<file path="src/rtl/cf_overlay_pkg.sv">
// rtl/cf_overlay_pkg.sv - shared types and constants for the correlation-filter overlay blocks
package cf_overlay_pkg;

    typedef enum logic [1:0] {
        NO_TARGET = 2'd0,
        TRACKING  = 2'd1,
        COASTING  = 2'd2
    } roi_state_t;

    localparam int DEF_NPPC           = 4;
    localparam int DEF_POSITION_WIDTH = 12;
    localparam int DEF_FFT_LENGTH     = 64;
    localparam int DEF_FRAME_WIDTH    = 3840;
    localparam int DEF_HEIGHT         = 2160;
    localparam int DEF_MISS_LIMIT     = 8;

    localparam int MAX_X = DEF_FRAME_WIDTH - DEF_FFT_LENGTH;
    localparam int MAX_Y = DEF_HEIGHT - DEF_FFT_LENGTH;

    // Largest legal ROI corner so the FFT window stays inside the frame.
    function automatic int max_coord(input int extent, input int fft_length);
        return extent - fft_length;
    endfunction

    // Clears the low bits so x lands on a beat boundary.
    function automatic int align_mask(input int nppc);
        return ~(nppc - 1);
    endfunction

endpackage

</file>
<file path="src/rtl/cf_frame_tracker.sv">
// rtl/cf_frame_tracker.sv - line counter and sof/eol/eof decode from a snooped video handshake
module cf_frame_tracker #(
    parameter int POSITION_WIDTH = 12,
    parameter int HEIGHT         = 2160
) (
    input  logic                      clk,
    input  logic                      rst,
    input  logic                      tvalid,
    input  logic                      tready,
    input  logic                      tuser,
    input  logic                      tlast,
    output logic                      sof,
    output logic                      eol,
    output logic                      eof,
    output logic [POSITION_WIDTH-1:0] line
);

    localparam logic [POSITION_WIDTH-1:0] LAST_LINE = POSITION_WIDTH'(HEIGHT - 1);
    localparam logic [POSITION_WIDTH-1:0] ONE       = POSITION_WIDTH'(1);

    logic beat;

    assign beat = tvalid & tready;
    assign sof  = beat & tuser;
    assign eol  = beat & tlast;
    assign eof  = eol & (line == LAST_LINE);

    // A one-beat first line (sof and eol together) has already finished line 0.
    always_ff @(posedge clk or posedge rst) begin
        if (rst) begin
            line <= '0;
        end else if (sof) begin
            line <= eol ? ONE : '0;
        end else if (eol) begin
            line <= eof ? '0 : line + ONE;
        end
    end

endmodule

</file>
<file path="src/rtl/cf_roi_scheduler.sv">
// rtl/cf_roi_scheduler.sv - frame-synchronous ROI commit and track/coast/lost overlay control
module cf_roi_scheduler
    import cf_overlay_pkg::*;
#(
    parameter int NPPC           = DEF_NPPC,
    parameter int POSITION_WIDTH = DEF_POSITION_WIDTH,
    parameter int FFT_LENGTH     = DEF_FFT_LENGTH,
    parameter int FRAME_WIDTH    = DEF_FRAME_WIDTH,
    parameter int HEIGHT         = DEF_HEIGHT,
    parameter int MISS_LIMIT     = DEF_MISS_LIMIT
) (
    input  logic                        s_axis_video_aclk,
    input  logic                        s_axis_video_areset,
    input  logic [2*POSITION_WIDTH-1:0] pos_tdata,
    input  logic                        pos_tvalid,
    output logic                        pos_tready,
    input  logic                        mon_tvalid,
    input  logic                        mon_tready,
    input  logic                        mon_tuser,
    input  logic                        mon_tlast,
    output logic [POSITION_WIDTH-1:0]   xStart,
    output logic [POSITION_WIDTH-1:0]   yStart,
    output logic                        overlay_en,
    output logic [15:0]                 frame_cnt,
    output logic                        pos_overwrite
);

    localparam int PW = POSITION_WIDTH;
    localparam logic [PW-1:0] LIM_X    = PW'(max_coord(FRAME_WIDTH, FFT_LENGTH));
    localparam logic [PW-1:0] LIM_Y    = PW'(max_coord(HEIGHT, FFT_LENGTH));
    localparam logic [PW-1:0] X_MASK   = PW'(align_mask(NPPC));
    localparam logic [7:0]    MISS_LIM = 8'(MISS_LIMIT);

    logic          clk;
    logic          rst;
    logic          trk_sof;
    logic          trk_eol;
    logic          eof;
    logic [PW-1:0] trk_line;
    logic          unused_trk;

    assign clk = s_axis_video_aclk;
    assign rst = s_axis_video_areset;

    cf_frame_tracker #(
        .POSITION_WIDTH(PW),
        .HEIGHT        (HEIGHT)
    ) u_frame_tracker (
        .clk   (clk),
        .rst   (rst),
        .tvalid(mon_tvalid),
        .tready(mon_tready),
        .tuser (mon_tuser),
        .tlast (mon_tlast),
        .sof   (trk_sof),
        .eol   (trk_eol),
        .eof   (eof),
        .line  (trk_line)
    );

    assign unused_trk = ^{trk_sof, trk_eol, trk_line};

    logic          accept;
    logic          commit;
    logic [PW-1:0] in_x;
    logic [PW-1:0] in_y;
    logic [PW-1:0] clamp_x;
    logic [PW-1:0] clamp_y;
    logic          pend_vld;
    logic [PW-1:0] pend_x;
    logic [PW-1:0] pend_y;

    assign accept  = pos_tvalid & pos_tready;
    assign commit  = eof;
    assign in_x    = pos_tdata[PW-1:0];
    assign in_y    = pos_tdata[2*PW-1:PW];
    assign clamp_x = ((in_x > LIM_X) ? LIM_X : in_x) & X_MASK;
    assign clamp_y = (in_y > LIM_Y) ? LIM_Y : in_y;

    // Accept wins over commit: the commit consumed the old contents this cycle.
    always_ff @(posedge clk or posedge rst) begin
        if (rst) begin
            pend_vld <= 1'b0;
            pend_x   <= '0;
            pend_y   <= '0;
        end else if (accept) begin
            pend_vld <= 1'b1;
            pend_x   <= clamp_x;
            pend_y   <= clamp_y;
        end else if (commit) begin
            pend_vld <= 1'b0;
        end
    end

    roi_state_t state;
    roi_state_t state_d;
    logic [7:0] miss;
    logic [7:0] miss_d;
    logic       load;

    always_comb begin
        state_d = state;
        miss_d  = miss;
        load    = 1'b0;
        if (commit) begin
            if (pend_vld) begin
                load    = 1'b1;
                miss_d  = 8'd0;
                state_d = TRACKING;
            end else begin
                case (state)
                    TRACKING: begin
                        miss_d  = 8'd1;
                        state_d = (MISS_LIM == 8'd1) ? NO_TARGET : COASTING;
                    end
                    COASTING: begin
                        miss_d = miss + 8'd1;
                        if (miss_d == MISS_LIM) begin
                            state_d = NO_TARGET;
                        end
                    end
                    default: state_d = NO_TARGET;
                endcase
            end
        end
    end

    always_ff @(posedge clk or posedge rst) begin
        if (rst) begin
            state         <= NO_TARGET;
            miss          <= 8'd0;
            xStart        <= '0;
            yStart        <= '0;
            overlay_en    <= 1'b0;
            frame_cnt     <= 16'd0;
            pos_overwrite <= 1'b0;
            pos_tready    <= 1'b0;
        end else begin
            state         <= state_d;
            miss          <= miss_d;
            overlay_en    <= (state_d != NO_TARGET);
            pos_overwrite <= accept & pend_vld & ~commit;
            pos_tready    <= 1'b1;
            if (load) begin
                xStart <= pend_x;
                yStart <= pend_y;
            end
            if (commit) begin
                frame_cnt <= frame_cnt + 16'd1;
            end
        end
    end

endmodule

</file>
<file path="config.mk">
export PLATFORM = sky130hd
export DESIGN_NAME = cf_roi_scheduler
export DESIGN_NICKNAME = d
export VERILOG_FILES = /design/src/rtl/cf_overlay_pkg.sv /design/src/rtl/cf_frame_tracker.sv /design/src/rtl/cf_roi_scheduler.sv
export SDC_FILE = /design/constraint.sdc
export NUM_CORES = 1
export LEC_CHECK = 0
export CAP_MARGIN = 20
export CORE_MARGIN = 4
export CORE_UTILIZATION = 45
export DETAILED_ROUTE_END_ITERATION = 8
export PLACE_DENSITY_LB_ADDON = 0.12
export SYNTH_ARGS = -nofsm -noshare
export SYNTH_HDL_FRONTEND = slang
export SYNTH_SLANG_ARGS = --single-unit
</file>
<file path="constraint.sdc">
create_clock -name s_axis_video_aclk -period 3.18 [get_ports s_axis_video_aclk]
set_clock_uncertainty 0.15 [all_clocks]
set_input_delay 0.636 -clock s_axis_video_aclk [delete_from_list [all_inputs] [get_ports s_axis_video_aclk]]
set_output_delay 0.636 -clock s_axis_video_aclk [all_outputs]
set_load 0.01 [all_outputs]
</file>
==> results.md, run 1 <==
- XOR/XNOR share of the synthesized area: 0.04630
- Initial antenna violation count: 0
- First drt pass iteration count: 4
- Wire per inst: 15.84 um
- Ys async rst share: 1.000
- Vias: about 3200
- Max-Cap Viols: 0
- Data required, critical path: about 3.3 ns
- Synth Area in Adders: 0.01503
- Worst path arrival time: ~2.4 ns
- Via density: about 5.6
- DRT Wirelength: 9.042 mm
- GPL Wtd Cong: roughly 0.83
- DRT iter0 DRCs: 149
- Place WS: 0.4767 ns
- Setup WS post-layout: 0.8464 ns
- CTS Root Buffer Type: clkbuf_8
- Simple-Gate Fraction of Synth Area: 0.1948
- Pins Over Slew Limit: 0
- Setup Crit Path Kind: in2reg
- Syn avg cell area: 10.78 um^2
- I/O pin count: 74
- Grt total ovfl: 0
- FF-to-FF path depth: 6
- Syn Inst Count: about 390
- Worst reg-to-reg setup slack: between 0.8 and 0.9 ns
- Area contributors post-synth: dfrtp_1 (52%), mux2_4 (7.2%), nand2_1 (5.3%)
- Final #Nets: 494
- Mapped Area: between 0.004 and 0.005 mm^2
- Number of routed nets with antenna violations: 0
- Die Area: around 0.011 mm^2
- Vias in the first global route: around 3200
- Ordered list of cells on the worst path: clkdlybuf4s50_1 > and3_1 > and4_1 > nand2_2 > buf_4 > mux2_2
- # diodes: 0
- CP peak stage delay: slightly above 0.5 ns
- First-pass GRT wire length: 15.26 mm
- Normalized max-slew margin: 0.5670
- Cts repair resizes: 0
- Top-area cell type share of the netlist area: 0.5171
- Synth Flop Type: dfrtp_1
- RSZ-0062 raised after global routing: false
- Post-synth EDFFs: 0
- Largest family of logic cells by synthesized area: simple AND/OR/NAND/NOR gates
- Row cnt: 34
- Worst-Skew Late Latency: 0.35 ns
- Status: completed
- Sequential share of the synthesized area: 0.5171
- Area leader, netlist: dfrtp_1
- Period minus WS final: between 2 and 2.5 ns
- Crit-path slowest cell: clkdlybuf4s50_1
- Synthesis-stage register bit count: between 80 and 90
- Mux cell area share after synthesis: 0.08509
- Clock-pin slew on the worst setup and hold paths: 0.09 ns
- Largest net degree at the start of global routing: 40
- F_max: about 430 MHz
- Complex-gate fraction of the synthesized area: 0.1061
- Die Height: ~100 um
- Final setup viols: 0
- Hold/Removal Path Class: reg2reg
- Final Hold Viols: 0
- Share of layout cells above drive strength 1: 0.1231
- Worst setup EP type: flop
- Warnings from Yosys: 0
- Cell variety after synth: about 60
- Detailed Place HPWL: between 6 and 7 mm
- Clock buffer depth: 2
- Power per cell area: ~420 mW/mm^2
- Clock buffer count from CTS: 9
- Port bufs: between 70 and 80
- Hold buffer count at CTS: 0
- Reg-to-reg endpoint: xStart[7]
- Worst Hold End: frame_cnt[15]
- Post-CTS setup buffers: 0
- Cells after DPL: about 560
- Finished Layout Cells: roughly 570
- Crit Path Max Fanout: 22
- Fin crit share: 0.7338
- Layout area overhead: 24.99%
- Placed cell areas: 0.004971 mm^2
- Worst hold start: frame_cnt[15]
- Worst Tran Pin Value: about 0.65 ns
- DRC: 0
- Setup tns final: 0 ns
- Power, Total: between 2 and 2.5 mW
- Tot GR Track Use: 0.1713
- Die W: approximately 100 um
- Total clock sinks: 86
- Leak pwr: around 2.3 nW
- Hold path depth: 1
- Worst VDD drop: around 0.25 mV
- H-Tree Depth: 3
- Finished layout cell area: about 0.0052 mm^2
- Initial Util: 0.4703
- TritonCTS clock tree: built
- Startpoint types: input pin
- Core Footprint: a little under 0.009 mm^2
- R2r startpoint: u_frame_tracker.line[0]
[state kept, by name, summed over array words and instances (netlist names)]
signal                flops
frame_cnt                16
xStart                   10
pend_y                   12
u_frame_tracker.line     12
state                     2
pend_vld                  1
pos_overwrite             1
pos_tready                1
miss                      8
overlay_en                1
yStart                   12
pend_x                   10
[critical path: cells and delay by family]
family	cells	cell delay, ns
buf+inv	2	0.88
simple gates	3	0.51
mux	1	0.38
[routing by layer]
layer	vias up	wire length [um]	part of all wire	GRT usage
met5	-	0	0	0
met4	0	113	0.012	0.04653
met3	9	549	0.061	0.04966
met2	85	4261	0.47	0.2734
met1	1568	4117	0.46	0.2288
li1	1513	-	-	-
[through the flow]
stage	hold WS (ns)	utilization
floorplan	0.2889	-
global placement	0.3026	0.5618
detailed placement	0.3060	0.5618
CTS	0.3256	0.5878
global route	0.3546	0.5878
finish	0.3229	0.5878
[power breakdown]
part / switching [mW] / internal [mW]
clock network: 0.403 / 0.468
logic: 0.0752 / 0.0691
registers: 0.0259 / 1.13
total: 0.504 / 1.67
[how the worst max path moves through the flow]
| stage | to | cells past startpoint | startpoint |
|---|---|---|---|
| 5_1_grt | xStart[8] | 6 | mon_tlast |
| 6_report | xStart[7] | 6 | mon_tlast |
| 3_3_place_gp | xStart[8] | 6 | mon_tlast |
| 3_5_place_dp | xStart[8] | 6 | mon_tlast |
| 4_1_cts | xStart[8] | 6 | mon_tlast |
| 2_1_floorplan | frame_cnt[0] | 1 | s_axis_video_areset |
[synthesized netlist by cell type (6+ instances only)]
cell / n
a21oi_1: 11
clkbuf_1: 8
dfrtp_1: 86
inv_1: 11
mux2_4: 20
nand2_1: 59
nand3_1: 16
nand4_1: 14
nor2_1: 21
nor3_1: 11
nor4_1: 6
o21ai_0: 10
o21ai_1: 6
xnor2_1: 18
[placed cells by master, fill, tap and decap left out, types with 11 or more instances in the layout]
master / count
dfrtp_1: 86
clkdlybuf4s50_1: 71
nand2_1: 59
nor2_1: 21
mux2_4: 20
xnor2_1: 18
nand3_1: 16
nand4_1: 14
a21oi_1: 11
nor3_1: 11
[final cells by class]
class,instances,area (um^2)
Inverter,11,42.54
Tap cell,108,135.1
Clock buffer,10,137.6
Timing Repair Buffer,77,768.2
Clock inverter,6,92.59
Sequential cell,86,2152
Multi-Input combinational cell,273,1873
Fill cell,780,3647
[logic make-up (layout without fill, tap and decap cells)]
logic type / after synthesis / in the layout
other: 2 / 3
buffers and inverters: 28 / 104
flip-flops: 86 / 86
AND/OR/NAND/NOR: 159 / 159
XOR/XNOR: 22 / 22
adder cells (fa/ha/maj): 5 / 5
AO/OA/AOI/OAI: 59 / 59
multiplexers: 25 / 25
Power figures use the tool's default switching activity.
==> inputs of run 2 (changes only) <==
Clock period 3.18 ns to 2.3 ns, I/O delays scaled along.
==> results.md, run 2 (synthesized netlist as in run 1, its figures left out) <==
- First-pass GRT wire length: 15.48 mm (+1.4%)
- Metal3 WL: 526 um (-4.2%)
- Buffers and inverters on the worst path: 1 (-1)
- Largest Register: frame_cnt
- Die Height: 104.2 um (unchanged)
- Hold buffer count at CTS: 0 (unchanged)
- Layout area overhead: 27.66%
- CP peak stage delay: 0.45 ns (-0.06 ns)
- Status: completed
- Ordered list of cells on the worst path: ha_2 > and4bb_2 > and4_1 > nand2_2 > buf_12 > mux2_4
- Wire length on met1: 4.078 mm (-0.95%)
- GPL Wtd Cong: 0.8634 (+3.7%)
- Clock-pin slew on the worst setup and hold paths: 0.09 ns (about the same)
- Vias in the first global route: 3216 (+0.82%)
- Worst-Skew Late Latency: 0.35 ns (about the same)
- Fin crit share: 0.9315
- Via density: 5.503 (-1.0%)
- Register Area: 0.002152 mm^2 (unchanged)
- Initial Util: 0.4703 (unchanged)
- Grt total ovfl: 0 (unchanged)
- CTS Root Buffer Type: clkbuf_8
- Uppermost layer routed: met4
- Routed wire length on met2: 4.146 mm (-2.7%)
- Commonest non-fill, non-tap cell in the layout: dfrtp_1
- Die W: 104.2 um (unchanged)
- DRT iter0 DRCs: 202 (+36%)
- Final #Nets: 505 (+2.2%)
- Wire per inst: 15.29 um (-3.5%)
- H-Tree Depth: 3 (unchanged)
- Crit-path leading delay family: simple AND/OR/NAND/NOR gates
- Gate power share: 0.072 (+0.006)
- Int Power: 2.199 mW (+32%)
- Port bufs: 71 (unchanged)
- Number of routed nets with antenna violations: 0 (unchanged)
- TritonCTS clock tree: built
- Worst path arrival time: 2.22 ns (-0.20 ns)
- Largest net degree at the start of global routing: 87 (+120%)
- Sequential share of power: 0.546 (+0.013)
- Leak pwr: 2.401 nW (+2.6%)
- Clock group share of total power: 0.382 (-0.019)
- Clock buffer count from CTS: 9 (unchanged)
- DRC: 0 (unchanged)
- Initial antenna violation count: 0 (unchanged)
- Data required, critical path: 2.38 ns (-0.89 ns)
- Crit Path Max Fanout: 12 (-45%)
- Row cnt: 34 (unchanged)
- Clock buffer depth: 2 (unchanged)
- Vias: 3203 (+0.88%)
- Max-Cap Viols: 0 (unchanged)
- Tot GR Track Use: 0.1718 (+0.0005425)
- Worst setup EP type: flop
- Startpoint types: flop
- F_max: roughly 470 MHz
- Final Hold Viols: 0 (unchanged)
- Share of layout cells above drive strength 1: 0.1477 (+0.02457)
- Filler cells: 771 (-1.2%)
- Worst VDD drop: 0.3296 mV (+34%)
- Commonest cells after routing, fill and taps aside: dfrtp_1 (86), clkdlybuf4s50_1 (71), nand2_1 (59), nor2_1 (21), mux2_4 (20)
- I/O pin count: 74 (unchanged)
- Max reg flops: 16 (unchanged)
- Die Area: 0.01085 mm^2 (unchanged)
- Power per cell area: 552.1 mW/mm^2 (+32%)
- First drt pass iteration count: 4 (unchanged)
- Period minus WS final: 2.143 ns
- Final Util: 0.6004 (+0.01259)
- Total clock sinks: 86 (unchanged)
- Core Footprint: 0.008848 mm^2 (unchanged)
- Net Sw Frac: 0.2502 (+0.01820)
- Pins Over Slew Limit: 0 (unchanged)
- # diodes: 0 (unchanged)
- Crit-path slowest cell: dfrtp_1
- Final setup viols: 0 (unchanged)
- DRT Wirelength: 8.896 mm (-1.6%)
- Hold/Removal Path Class: reg2reg
- Setup Crit Path Kind: reg2reg
- P_sw: 0.7338 mW (+45%)
- Power, Total: 2.933 mW (+35%)
- Multi-input gate area: 0.001882 mm^2 (+0.47%)
- RSZ-0062 raised after global routing: false
- Detailed Place HPWL: 6.361 mm (-1.3%)
## run 2: cell count changes in the layout (fill, tap and decap cells not counted), sizes merged
| cell | change |
|---|---|
| bufinv | -1 |
| inv | +3 |
| clkinv | -1 |
| clkbuf | -1 |
| buf | +11 |
## run 2: worst reg2reg max path, cell delays in order (launching register included)
cell and delay (ns):
dfrtp_1 0.45, ha_2 0.25, and4bb_2 0.31, and4_1 0.26, nand2_2 0.11, buf_12 0.20, mux2_4 0.30
## run 2: final timing paths
| kind | startpoint | to | slack (ns) | depth (start not counted) |
|---|---|---|---|---|
| max reg2reg | u_frame_tracker.line[0] | yStart[10] | 0.16 | 6 |
| min in group asynchronous | s_axis_video_areset | yStart[9] | 0.44 | 3 |
| max | u_frame_tracker.line[0] | yStart[10] | 0.16 | 6 |
| max in group asynchronous | s_axis_video_areset | pend_y[11] | 1.24 | 3 |
| min | pend_y[9] | pend_y[9] | 0.32 | 2 |
| min reg2reg | pend_y[9] | pend_y[9] | 0.32 | 2 |
## run 2: final cells by class
| cell class | count | area share |
|---|---|---|
| flip-flops and latches | 86 | 0.4051 |
| well taps | 108 | 0.02544 |
| inverters | 11 | 0.008479 |
| clock buffers | 9 | 0.02332 |
| clock inverters | 7 | 0.01625 |
| multi-input cells | 273 | 0.3542 |
| repair buffers | 88 | 0.1672 |
## run 2: routing by layer
| layer | up-vias | track usage |
|---|---|---|
| li1 | 1540 | - |
| met1 | 1570 | 0.2293 |
| met2 | 80 | 0.2725 |
| met3 | 13 | 0.04407 |
| met4 | 0 | 0.05888 |
| met5 | - | 0 |
## run 2: what timing repair did
item	in CTS	in global routing
endpoints found under the hold margin	0	0
setup buffers	0	0
setup endpoints to repair	0	2
gates resized for setup	0	2
## run 2: power groups by stage
stage	combinational [mW]	sequential (mW)	clock [mW]
finish	0.211	1.60	1.12
global route	0.237	1.61	1.22
CTS	0.214	1.60	1.15
global placement	0.209	1.63	0
detailed placement	0.214	1.63	0
floorplan	0.107	1.62	0
## run 2: per-stage QoR
step / setup slack [ns] / TNS (ns) / area (um^2) / instances / hold WS [ns]
final: 0.1575 / 0 / 5313 / 582 / 0.3248
after global routing: 0.01184 / 0 / 5313 / 582 / 0.3575
after CTS: 0.1453 / 0 / 5304 / 582 / 0.3307
after detailed placement: -0.009422 / -0.08511 / 5094 / 566 / 0.3143
after global placement: 0.02703 / 0 / 5094 / 566 / 0.3010
after floorplan: 0.2441 / 0 / 4169 / 387 / 0.2889
==> inputs of run 3 (changes only) <==
Settings changed: SLEW_MARGIN set to 30.
==> results of run 3 <==
Same layout as run 2: the final DEF is identical, and so are final timing and power.
